<file path="config.mk">
export PLATFORM = sky130hd
export DESIGN_NAME = tdes_ahb_slave_ctrl
export DESIGN_NICKNAME = d
export VERILOG_FILES = /design/src/rtl/tdes_ahb_slave_ctrl.sv
export SDC_FILE = /design/constraint.sdc
export NUM_CORES = 1
export LEC_CHECK = 0
export CAP_MARGIN = 0
export CORE_MARGIN = 2
export CORE_UTILIZATION = 55
export DETAILED_ROUTE_END_ITERATION = 6
export GPL_ROUTABILITY_DRIVEN = 0
export HOLD_SLACK_MARGIN = 0.03
export PLACE_DENSITY_LB_ADDON = 0.25
export SKIP_CTS_REPAIR_TIMING = 1
export SYNTH_ARGS = -nofsm -noshare
export SYNTH_HDL_FRONTEND = slang
export SYNTH_SLANG_ARGS = --single-unit
</file>
<file path="constraint.sdc">
create_clock -name HCLK -period 10 [get_ports HCLK]
set_input_delay 1.5 -clock HCLK [delete_from_list [all_inputs] [get_ports HCLK]]
set_output_delay 1.5 -clock HCLK [all_outputs]
set_load 0.005 [all_outputs]
</file>
<file path="src/rtl/tdes_ahb_slave_ctrl.sv">
// AHB-Lite slave register front end for a Triple-DES core: CTRL/KEY/DATA registers, result FIFO, status.
// Optional interrupt output and CTRL.irqEnable bit are built when TDES_AHB_IRQ_EN is defined.
module tdes_ahb_slave_ctrl #(
  parameter int          DATA_W    = 64,
  parameter int          NUM_KEYS  = 3,
  parameter logic [31:0] BASE_ADDR = 32'hAAAAAAA0,
  parameter int          RES_DEPTH = 4
) (
  input  logic                       HCLK,
  input  logic                       HRESET,
  input  logic                       HSEL,
  input  logic [31:0]                HADDR,
  input  logic                       HWRITE,
  input  logic [1:0]                 HTRANS,
  input  logic [2:0]                 HSIZE,
  input  logic [2:0]                 HBURST,
  input  logic [3:0]                 HPROT,
  input  logic                       HMASTLOCK,
  input  logic                       HREADY,
  input  logic [DATA_W-1:0]          HWDATA,
  output logic [DATA_W-1:0]          HRDATA,
  output logic                       HREADYOUT,
  output logic                       HRESP,
  output logic                       enable,
  output logic                       encryptionType,
  output logic [DATA_W-1:0]          data,
  output logic [NUM_KEYS*DATA_W-1:0] keys,
  input  logic                       outputEnable,
  input  logic [DATA_W-1:0]          outputData
`ifdef TDES_AHB_IRQ_EN
  ,
  output logic                       irq
`endif
);

  localparam int NREG  = NUM_KEYS + 4;
  localparam int OFF_W = $clog2(NREG);
  localparam int PTR_W = $clog2(RES_DEPTH);
  localparam int CNT_W = PTR_W + 1;
  localparam logic [OFF_W-1:0] CTRL_OFF = '0;
  localparam logic [OFF_W-1:0] DATA_OFF = OFF_W'(NUM_KEYS + 1);
  localparam logic [OFF_W-1:0] RES_OFF  = OFF_W'(NUM_KEYS + 2);
  localparam logic [OFF_W-1:0] STAT_OFF = OFF_W'(NUM_KEYS + 3);

  typedef enum logic [1:0] {IDLE, OKAY, ERR1, ERR2} state_t;

  state_t               state;
  logic                 write_p1;
  logic [OFF_W-1:0]     off_p1;
  logic [31:0]          off_p0;
  logic [OFF_W-1:0]     off_a;
  logic                 accept_p0, bad_p0;
  logic                 busy, ovf;
  logic [CNT_W-1:0]     count;
  logic [PTR_W-1:0]     rptr, wptr;
  logic [DATA_W-1:0]    mem [RES_DEPTH];
  logic [DATA_W-1:0]    key_q [NUM_KEYS];
  logic [DATA_W-1:0]    status_w;
  logic                 good_p1, reg_we, data_we, pop, push_ok, full, empty, stat_rd;
  logic                 busy_chk, empty_chk;
  logic                 irq_en;
  logic                 unused_bits;

  assign unused_bits = ^{HPROT, HTRANS[0]};

  assign off_p0    = HADDR - BASE_ADDR;
  assign off_a     = off_p0[OFF_W-1:0];
  assign accept_p0 = HSEL & HREADY & HTRANS[1] & (state != ERR1);

  assign good_p1 = (state == OKAY);
  assign reg_we  = good_p1 & write_p1;
  assign data_we = reg_we & (off_p1 == DATA_OFF);
  assign stat_rd = good_p1 & ~write_p1 & (off_p1 == STAT_OFF);
  assign empty   = (count == '0);
  assign full    = (count == CNT_W'(RES_DEPTH));
  assign pop     = good_p1 & ~write_p1 & (off_p1 == RES_OFF) & ~empty;
  assign push_ok = outputEnable & (~full | pop);

  // The address-phase checks must see the effect of the data phase still in flight.
  assign busy_chk  = busy | data_we;
  assign empty_chk = empty | ((count == CNT_W'(1)) & pop);

  always_comb begin
    bad_p0 = 1'b0;
    if (HSIZE != 3'b011 || HBURST != 3'b000 || HMASTLOCK)
      bad_p0 = 1'b1;
    if (off_p0 >= 32'(NREG)) begin
      bad_p0 = 1'b1;
    end else begin
      if (HWRITE && (off_a == RES_OFF || off_a == STAT_OFF)) bad_p0 = 1'b1;
      if (HWRITE && off_a == DATA_OFF && busy_chk)           bad_p0 = 1'b1;
      if (!HWRITE && off_a == RES_OFF && empty_chk)          bad_p0 = 1'b1;
    end
  end

  // Address phase -> data phase
  always_ff @(posedge HCLK or negedge HRESET) begin
    if (!HRESET) begin
      state     <= IDLE;
      HREADYOUT <= 1'b1;
      HRESP     <= 1'b0;
      write_p1  <= 1'b0;
      off_p1    <= '0;
    end else begin
      case (state)
        ERR1: begin
          state     <= ERR2;
          HREADYOUT <= 1'b1;
          HRESP     <= 1'b1;
        end
        default: begin
          if (accept_p0) begin
            write_p1 <= HWRITE;
            off_p1   <= off_a;
            if (bad_p0) begin
              state     <= ERR1;
              HREADYOUT <= 1'b0;
              HRESP     <= 1'b1;
            end else begin
              state     <= OKAY;
              HREADYOUT <= 1'b1;
              HRESP     <= 1'b0;
            end
          end else begin
            state     <= IDLE;
            HREADYOUT <= 1'b1;
            HRESP     <= 1'b0;
          end
        end
      endcase
    end
  end

  // Data phase commit
  always_ff @(posedge HCLK or negedge HRESET) begin
    if (!HRESET) begin
      encryptionType <= 1'b0;
      irq_en         <= 1'b0;
      data           <= '0;
      enable         <= 1'b0;
      for (int k = 0; k < NUM_KEYS; k++) key_q[k] <= '0;
    end else begin
      enable <= data_we;
      if (reg_we) begin
        if (off_p1 == CTRL_OFF) begin
          encryptionType <= HWDATA[0];
`ifdef TDES_AHB_IRQ_EN
          irq_en <= HWDATA[1];
`endif
        end
        for (int k = 0; k < NUM_KEYS; k++)
          if (off_p1 == OFF_W'(k + 1)) key_q[k] <= HWDATA;
        if (off_p1 == DATA_OFF) data <= HWDATA;
      end
    end
  end

  always_comb begin
    keys = '0;
    for (int k = 0; k < NUM_KEYS; k++) keys[k*DATA_W +: DATA_W] = key_q[k];
  end

  // Result FIFO control; a push into a full FIFO survives only if a pop frees a slot
  always_ff @(posedge HCLK or negedge HRESET) begin
    if (!HRESET) begin
      count <= '0;
      rptr  <= '0;
      wptr  <= '0;
      busy  <= 1'b0;
      ovf   <= 1'b0;
    end else begin
      if (push_ok) wptr <= wptr + PTR_W'(1);
      if (pop)     rptr <= rptr + PTR_W'(1);
      count <= count + CNT_W'(push_ok) - CNT_W'(pop);
      if (outputEnable && full && !pop) ovf <= 1'b1;
      else if (stat_rd)                 ovf <= 1'b0;
      if (data_we)           busy <= 1'b1;
      else if (outputEnable) busy <= 1'b0;
    end
  end

  always_ff @(posedge HCLK) begin
    if (push_ok) mem[wptr] <= outputData;
  end

`ifdef TDES_AHB_IRQ_EN
  always_ff @(posedge HCLK or negedge HRESET) begin
    if (!HRESET) irq <= 1'b0;
    else         irq <= (irq_en & ~empty) | (irq_en & ovf);
  end
`endif

  always_comb begin
    status_w             = '0;
    status_w[0]          = busy;
    status_w[1]          = empty;
    status_w[2]          = full;
    status_w[3]          = ovf;
    status_w[8 +: CNT_W] = count;
    HRDATA               = '0;
    if (good_p1 && !write_p1) begin
      if (off_p1 == CTRL_OFF) begin
        HRDATA[0] = encryptionType;
        HRDATA[1] = irq_en;
      end
      for (int k = 0; k < NUM_KEYS; k++)
        if (off_p1 == OFF_W'(k + 1)) HRDATA = key_q[k];
      if (off_p1 == DATA_OFF) HRDATA = data;
      if (off_p1 == RES_OFF)  HRDATA = mem[rptr];
      if (off_p1 == STAT_OFF) HRDATA = status_w;
    end
  end

endmodule

</file>
==> reports/qor.yml, run 1 <==
area_delta_synth_final_pct: 30.58
rsz0062_at_grt: "no"
final_util_pct: 73.24
end_kind: "output port"
slew_headroom_pct: 18.32
fp.dieW_um: 208.5
place_hpwl_mm: 41.39
drt.antenna.violating_nets: 0
io_buffers: 497
maxCapViolations: 0
drv_slew: 0
grt_overflow: 0
die_area_sq_mm: 0.04348
cp_data_required_time_ns: 8.50
min_path_type: "reg2reg"
vias_per_cell: 6.174
fill_cells: 2614
finalSetupViolCount: 0
synth_ff_type: "dfrtp_1"
layout-drive-gt1-share_pct: 24.96
clockBufferDepth: 3
cp_slowest_stage_delay_ns: 0.85
core_sq_mm: 0.04102
ys_ff_latch: 530
critPathSlowestCell: "dfrtp_4"
multiInputGateArea_sq_mm: 0.008043
drtIter0Drc: 1306
p_leak_nw: 11.10
clockRootBuffer: "clkbuf_16"
hold_viol_final: 0
grt_usage_pct: 30.06
numCtsBuffers: 52
place_inst: 2438
die_y_um: 208.5
synth-async-reset-ratio_pct: 51.70
ir_drop_mv: 0.1906
yosys_warnings: 1
path_common_cell: "buf_4"
ioPinCount: 503
antenna_found_initial: 13
first_global_vias: 16110
drc: 0
cts_tree: "built"
clock_latency_ns: 0.59
layout_commonest_cell: "clkdlybuf4s50_1"
tightest_slew_ns: 1.225
cts_sinks: 530
yosysSeqAreaShare_pct: 63.23
syn_inst: 1500
rows: 74
startpoint_type: "flop"
setup_tns_ns: 0
synth_fp_nets: 1686
wire_per_inst_um: 25.85
netlist_area_sq_mm: 0.02300
synth_edf_count: 256
critPathKind: "reg2out"
status: "finished, final reports clean"
min_period_ns: 6.108
post-route-period-util_pct: 61.08
drt-total-wl_mm: 65.80
finish.net_count: 2146
start_util_pct: 56.09
final_cell_mix: "496 x clkdlybuf4s50_1, 326 x mux2_2, 268 x dfrtp_1"
arrival_ns: 4.61
crit_chain: "buf_4 -> and3b_2 -> buf_4 -> a221oi_1 -> nor2_1 -> clkdlybuf4s50_1"
synth_cell_types: 66
dr.pass1.iters: 7
path_clk_slew_ns: 0.06
postSynthAreaPerCell_sq_um: 15.34
p_per_area_mw_per_mm2: 304.3
regArea_sq_mm: 0.01456
final_cells: 2546
vias: 15720
max_freq_mhz: 163.7
ctsHtreeMaxLevel: 2
grt_max_degree: 74
path_max_fanout: 45
grt_pass1_wl_mm: 99.15
skew_ns: 0.02400
[metrics by stage]
step | instance area [sq um] | total power [mW] | setup WS (ns) | hold slack [ns]
6_report | 30040 | 9.141 | 3.892 | 0.5282
2_1_floorplan | 23000 | 5.349 | 6.087 | 0.4710
3_3_place_gp | 28440 | 7.206 | 4.507 | 0.4980
5_1_grt | 30040 | 9.583 | 3.726 | 0.5341
3_5_place_dp | 28440 | 7.317 | 4.548 | 0.5049
4_1_cts | 30010 | 9.179 | 3.916 | 0.5179
[report_power, final]
part	leakage, nW	switching, mW	internal (mW)
Clock	0.767	0.807	1.03
Combinational	4.69	1.47	2.10
Sequential	5.64	0.656	3.08
Total	11.1	2.93	6.21
[critical path: cells and delay by family (launching register included)]
| kind | cells | cell delay, ns |
|---|---|---|
| compound gates | 1 | 0.15 |
| buf+inv | 3 | 1.93 |
| flops | 1 | 0.85 |
| simple gates | 2 | 1.04 |
[synthesized netlist by cell type (2+ instances only)]
| library cell | instances | area, sq um |
|---|---|---|
| nand2_1 | 22 | 82.58 |
| nand4_1 | 7 | 43.79 |
| a221oi_1 | 61 | 534.3 |
| or3b_2 | 2 | 17.52 |
| o21bai_1 | 2 | 15.01 |
| mux2_2 | 326 | 3671 |
| xnor2_1 | 6 | 52.55 |
| or2_2 | 4 | 25.02 |
| xor2_1 | 3 | 26.28 |
| and2_1 | 5 | 31.28 |
| o22ai_1 | 4 | 25.02 |
| clkbuf_1 | 92 | 345.3 |
| and3_1 | 2 | 12.51 |
| buf_1 | 11 | 41.29 |
| a21oi_1 | 16 | 80.08 |
| nand2b_1 | 6 | 37.54 |
| a21o_1 | 2 | 15.01 |
| o21ai_0 | 10 | 50.05 |
| nand3b_1 | 6 | 45.04 |
| a31oi_1 | 4 | 25.02 |
| o221ai_1 | 2 | 17.52 |
| nor2_1 | 133 | 499.2 |
| mux4_2 | 64 | 1441 |
| nor4b_1 | 2 | 17.52 |
| o31ai_1 | 2 | 15.01 |
| or4_1 | 3 | 22.52 |
| o2111ai_1 | 3 | 26.28 |
| o311a_1 | 2 | 20.02 |
| a22oi_1 | 62 | 465.5 |
| nor4_1 | 5 | 31.28 |
| a211oi_1 | 8 | 60.06 |
| nand3_1 | 9 | 45.04 |
| o211ai_1 | 4 | 30.03 |
| inv_1 | 17 | 63.81 |
| buf_2 | 4 | 20.02 |
| edfxtp_1 | 256 | 7687 |
| mux2i_1 | 7 | 70.07 |
| nor3_1 | 5 | 25.02 |
| dfrtp_1 | 273 | 6832 |
| o21a_1 | 4 | 30.03 |
| nor2b_1 | 10 | 62.56 |
| nor3b_1 | 5 | 37.54 |
| ha_1 | 6 | 75.07 |
[registers in the layout, indices dropped and copies added, names as in the netlist, 2 cells and up]
| name | cells |
|---|---|
| count | 3 |
| data | 64 |
| keys | 192 |
| mem | 256 |
| off_p1 | 3 |
| rptr | 2 |
| wptr | 2 |
[routing by layer]
layer  GRT usage, %  part of all wire, %  vias to the layer above
met5              0                0.040                        -
li1               -                    -                     6759
met2          49.30                   49                      748
met3          6.868                  8.2                      152
met4          12.92                  3.4                        4
met1          38.75                   39                     8057
[final cells by class]
class / instances / area share, %
antenna: 11 / 0.09164
clock buffer: 85 / 4.923
clock inverter: 12 / 0.3207
inverter: 17 / 0.2124
multi-input combinational: 846 / 26.77
sequential: 530 / 48.48
tap: 532 / 2.216
timing repair buffer: 513 / 16.98
[worst paths after layout]
path | slack [ns] | end | from | cells past startpoint
worst min-delay path | 0.53 | keys[167] | keys[167] | 1
min in group asynchronous | 0.86 | keys[135] | HRESET | 1
max in group asynchronous | 6.94 | keys[170] | HRESET | 3
worst min register to register | 0.53 | keys[167] | keys[167] | 1
worst max-delay path | 3.89 | HRDATA[33] | off_p1[0] | 6
worst max register to register | 4.61 | mem[2][39] | off_p1[0] | 6
[cell families (layout without fill, tap and decap cells)]
logic type      Yosys count  count (layout)  share of synthesized area (%)
buf+inv                 124             627                          2.045
xor+xnor                  9               9                         0.3427
fa+ha+maj                 7               7                         0.4134
compound gates          200             200                          6.679
simple gates            233             233                          4.765
flops                   530             530                          63.23
mux                     397             397                          22.53
other cells               0              11                              0
(Power assumes the default switching activity.)
==> inputs of run 2 (changes only) <==
Settings changed: CORE_UTILIZATION 55 to 51.
Clock period 10 ns to 6.4 ns, I/O delays scaled along.
==> run 2 against run 1 <==
Net effect:
- via count is 0.56% lower
- worst hold slack worse by 0.063 ns
- total power is 60% higher
- worst setup slack worse by 2.7 ns
- clock skew is 0.0052 ns lower
- clock power is 76% higher
- sequential share of layout area is 0.58 points lower
- utilization is 4.8 points lower
- sequential cell count stayed put
- critical path depth stayed put
==> reports/qor.yml, run 2 (same netlist as run 1, synthesis figures left out) <==
skew_ns: 0.01876
largest_reg_flops: 256
startpoint_type: "flop"
max_freq_mhz: 191.1
path_clk_slew_ns: 0.06
place_ws_ns: 1.867
tightest_slew_ns: 1.263
wire_per_inst_um: 25.34
drv_slew: 0
clockRootBuffer: "clkbuf_16"
reg2reg_to: "HRESP"
hold_viol_final: 0
grt_overflow: 0
grt_max_degree: 140
vias_per_cell: 5.989
path_max_fanout: 39
worst_slack_ns: 1.167
arrival_ns: 4.27
ir_drop_mv: 0.2896
clockBufferDepth: 3
drt-total-wl_mm: 66.14
drtIter0Drc: 1596
top_register: "mem"
endpoint: "HRDATA[43]"
layout-drive-gt1-share_pct: 25.61
die_area_sq_mm: 0.04682
layout_commonest_cell: "clkdlybuf4s50_1"
rows: 77
start_util_pct: 51.80
place_inst: 2499
grt_pass1_wl_mm: 99.08
finalPower_mw: 14.66
area_delta_synth_final_pct: 32.16
numCtsBuffers: 55
cp_slowest_stage_delay_ns: 0.87
critPathKind: "reg2out"
dr.pass1.iters: 5
clock_latency_ns: 0.60
min_path_type: "in2async"
final_util_pct: 68.45
die_y_um: 216.4
p_leak_nw: 11.25
p_per_area_mw_per_mm2: 482.3
r2r_cells: 11
vias: 15630
core_sq_mm: 0.04441
ioPinCount: 503
final_cell_area_sq_mm: 0.03040
drc: 0
hold_slack_ns: 0.4653
antenna_found_initial: 9
maxCapViolations: 0
r2r_setup_slack_ns: 2.21
first_global_vias: 16050
final_cells: 2610
startpoint: "off_p1[0]"
placed_area_sq_mm: 0.02853
crit_chain: "nor2b_1 -> nand2_1 -> nand2b_2 -> buf_4 -> nor2_1 -> clkdlybuf4s50_1"
final_cell_mix: "496 x clkdlybuf4s50_1, 326 x mux2_2, 268 x dfrtp_1"
min_period_ns: 5.233
cts_tree: "built"
r2r_start: "off_p1[0]"
status: "finished, final reports clean"
post-route-period-util_pct: 81.77
end_kind: "output port"
finish.net_count: 2150
drt.antenna.violating_nets: 0
io_buffers: 497
fp.dieW_um: 216.4
finalSetupViolCount: 0
cp_data_required_time_ns: 5.44
setup_tns_ns: 0
place_hpwl_mm: 41.13
rsz0062_at_grt: "no"
ctsHtreeMaxLevel: 2
slew_headroom_pct: 15.82
grt_usage_pct: 27.82
critPathSlowestCell: "nand2b_2"
cts_sinks: 530
[run 2: routing by layer]
layer	vias up	wire length, um	track usage (%)
li1	6749	-	-
met1	8058	26310	36.69
met2	688	32580	45.68
met3	133	4960	5.572
met4	4	2264	10.96
met5	-	26	0
[run 2: worst min-delay path by stage]
stage / startpoint / endpoint / slack (ns) / depth (start not counted)
6_report: HRESET / keys[71] / 0.47 / 1
2_1_floorplan: ovf / ovf / 0.47 / 2
5_1_grt: keys[146] / keys[146] / 0.54 / 1
3_3_place_gp: ovf / ovf / 0.50 / 2
3_5_place_dp: keys[175] / keys[175] / 0.52 / 1
4_1_cts: HRESET / data[6] / 0.53 / 1
[run 2: area by class of cell]
type,count,area [sq um]
Clock inverter,23,247.7
Antenna cell,7,17.52
Inverter,17,63.81
Sequential cell,530,14560
Clock buffer,81,1607
Timing Repair Buffer,514,5120
Multi-Input combinational cell,846,8043
Tap cell,592,740.7
Fill cell,3067,14010
[run 2: critical path: cells and delay by family (launching register included)]
kind | cells | cell delay [ns]
buffers and inverters | 2 | 0.99
flip-flops | 1 | 0.74
AND/OR/NAND/NOR | 4 | 1.92
[run 2: where the power goes]
part           internal [mW]  total [mW]  switching (mW)
combinational           3.29        5.60            2.32
sequential              4.81        5.83            1.01
clock                   1.94        3.23            1.30
total                   10.0        14.7            4.63
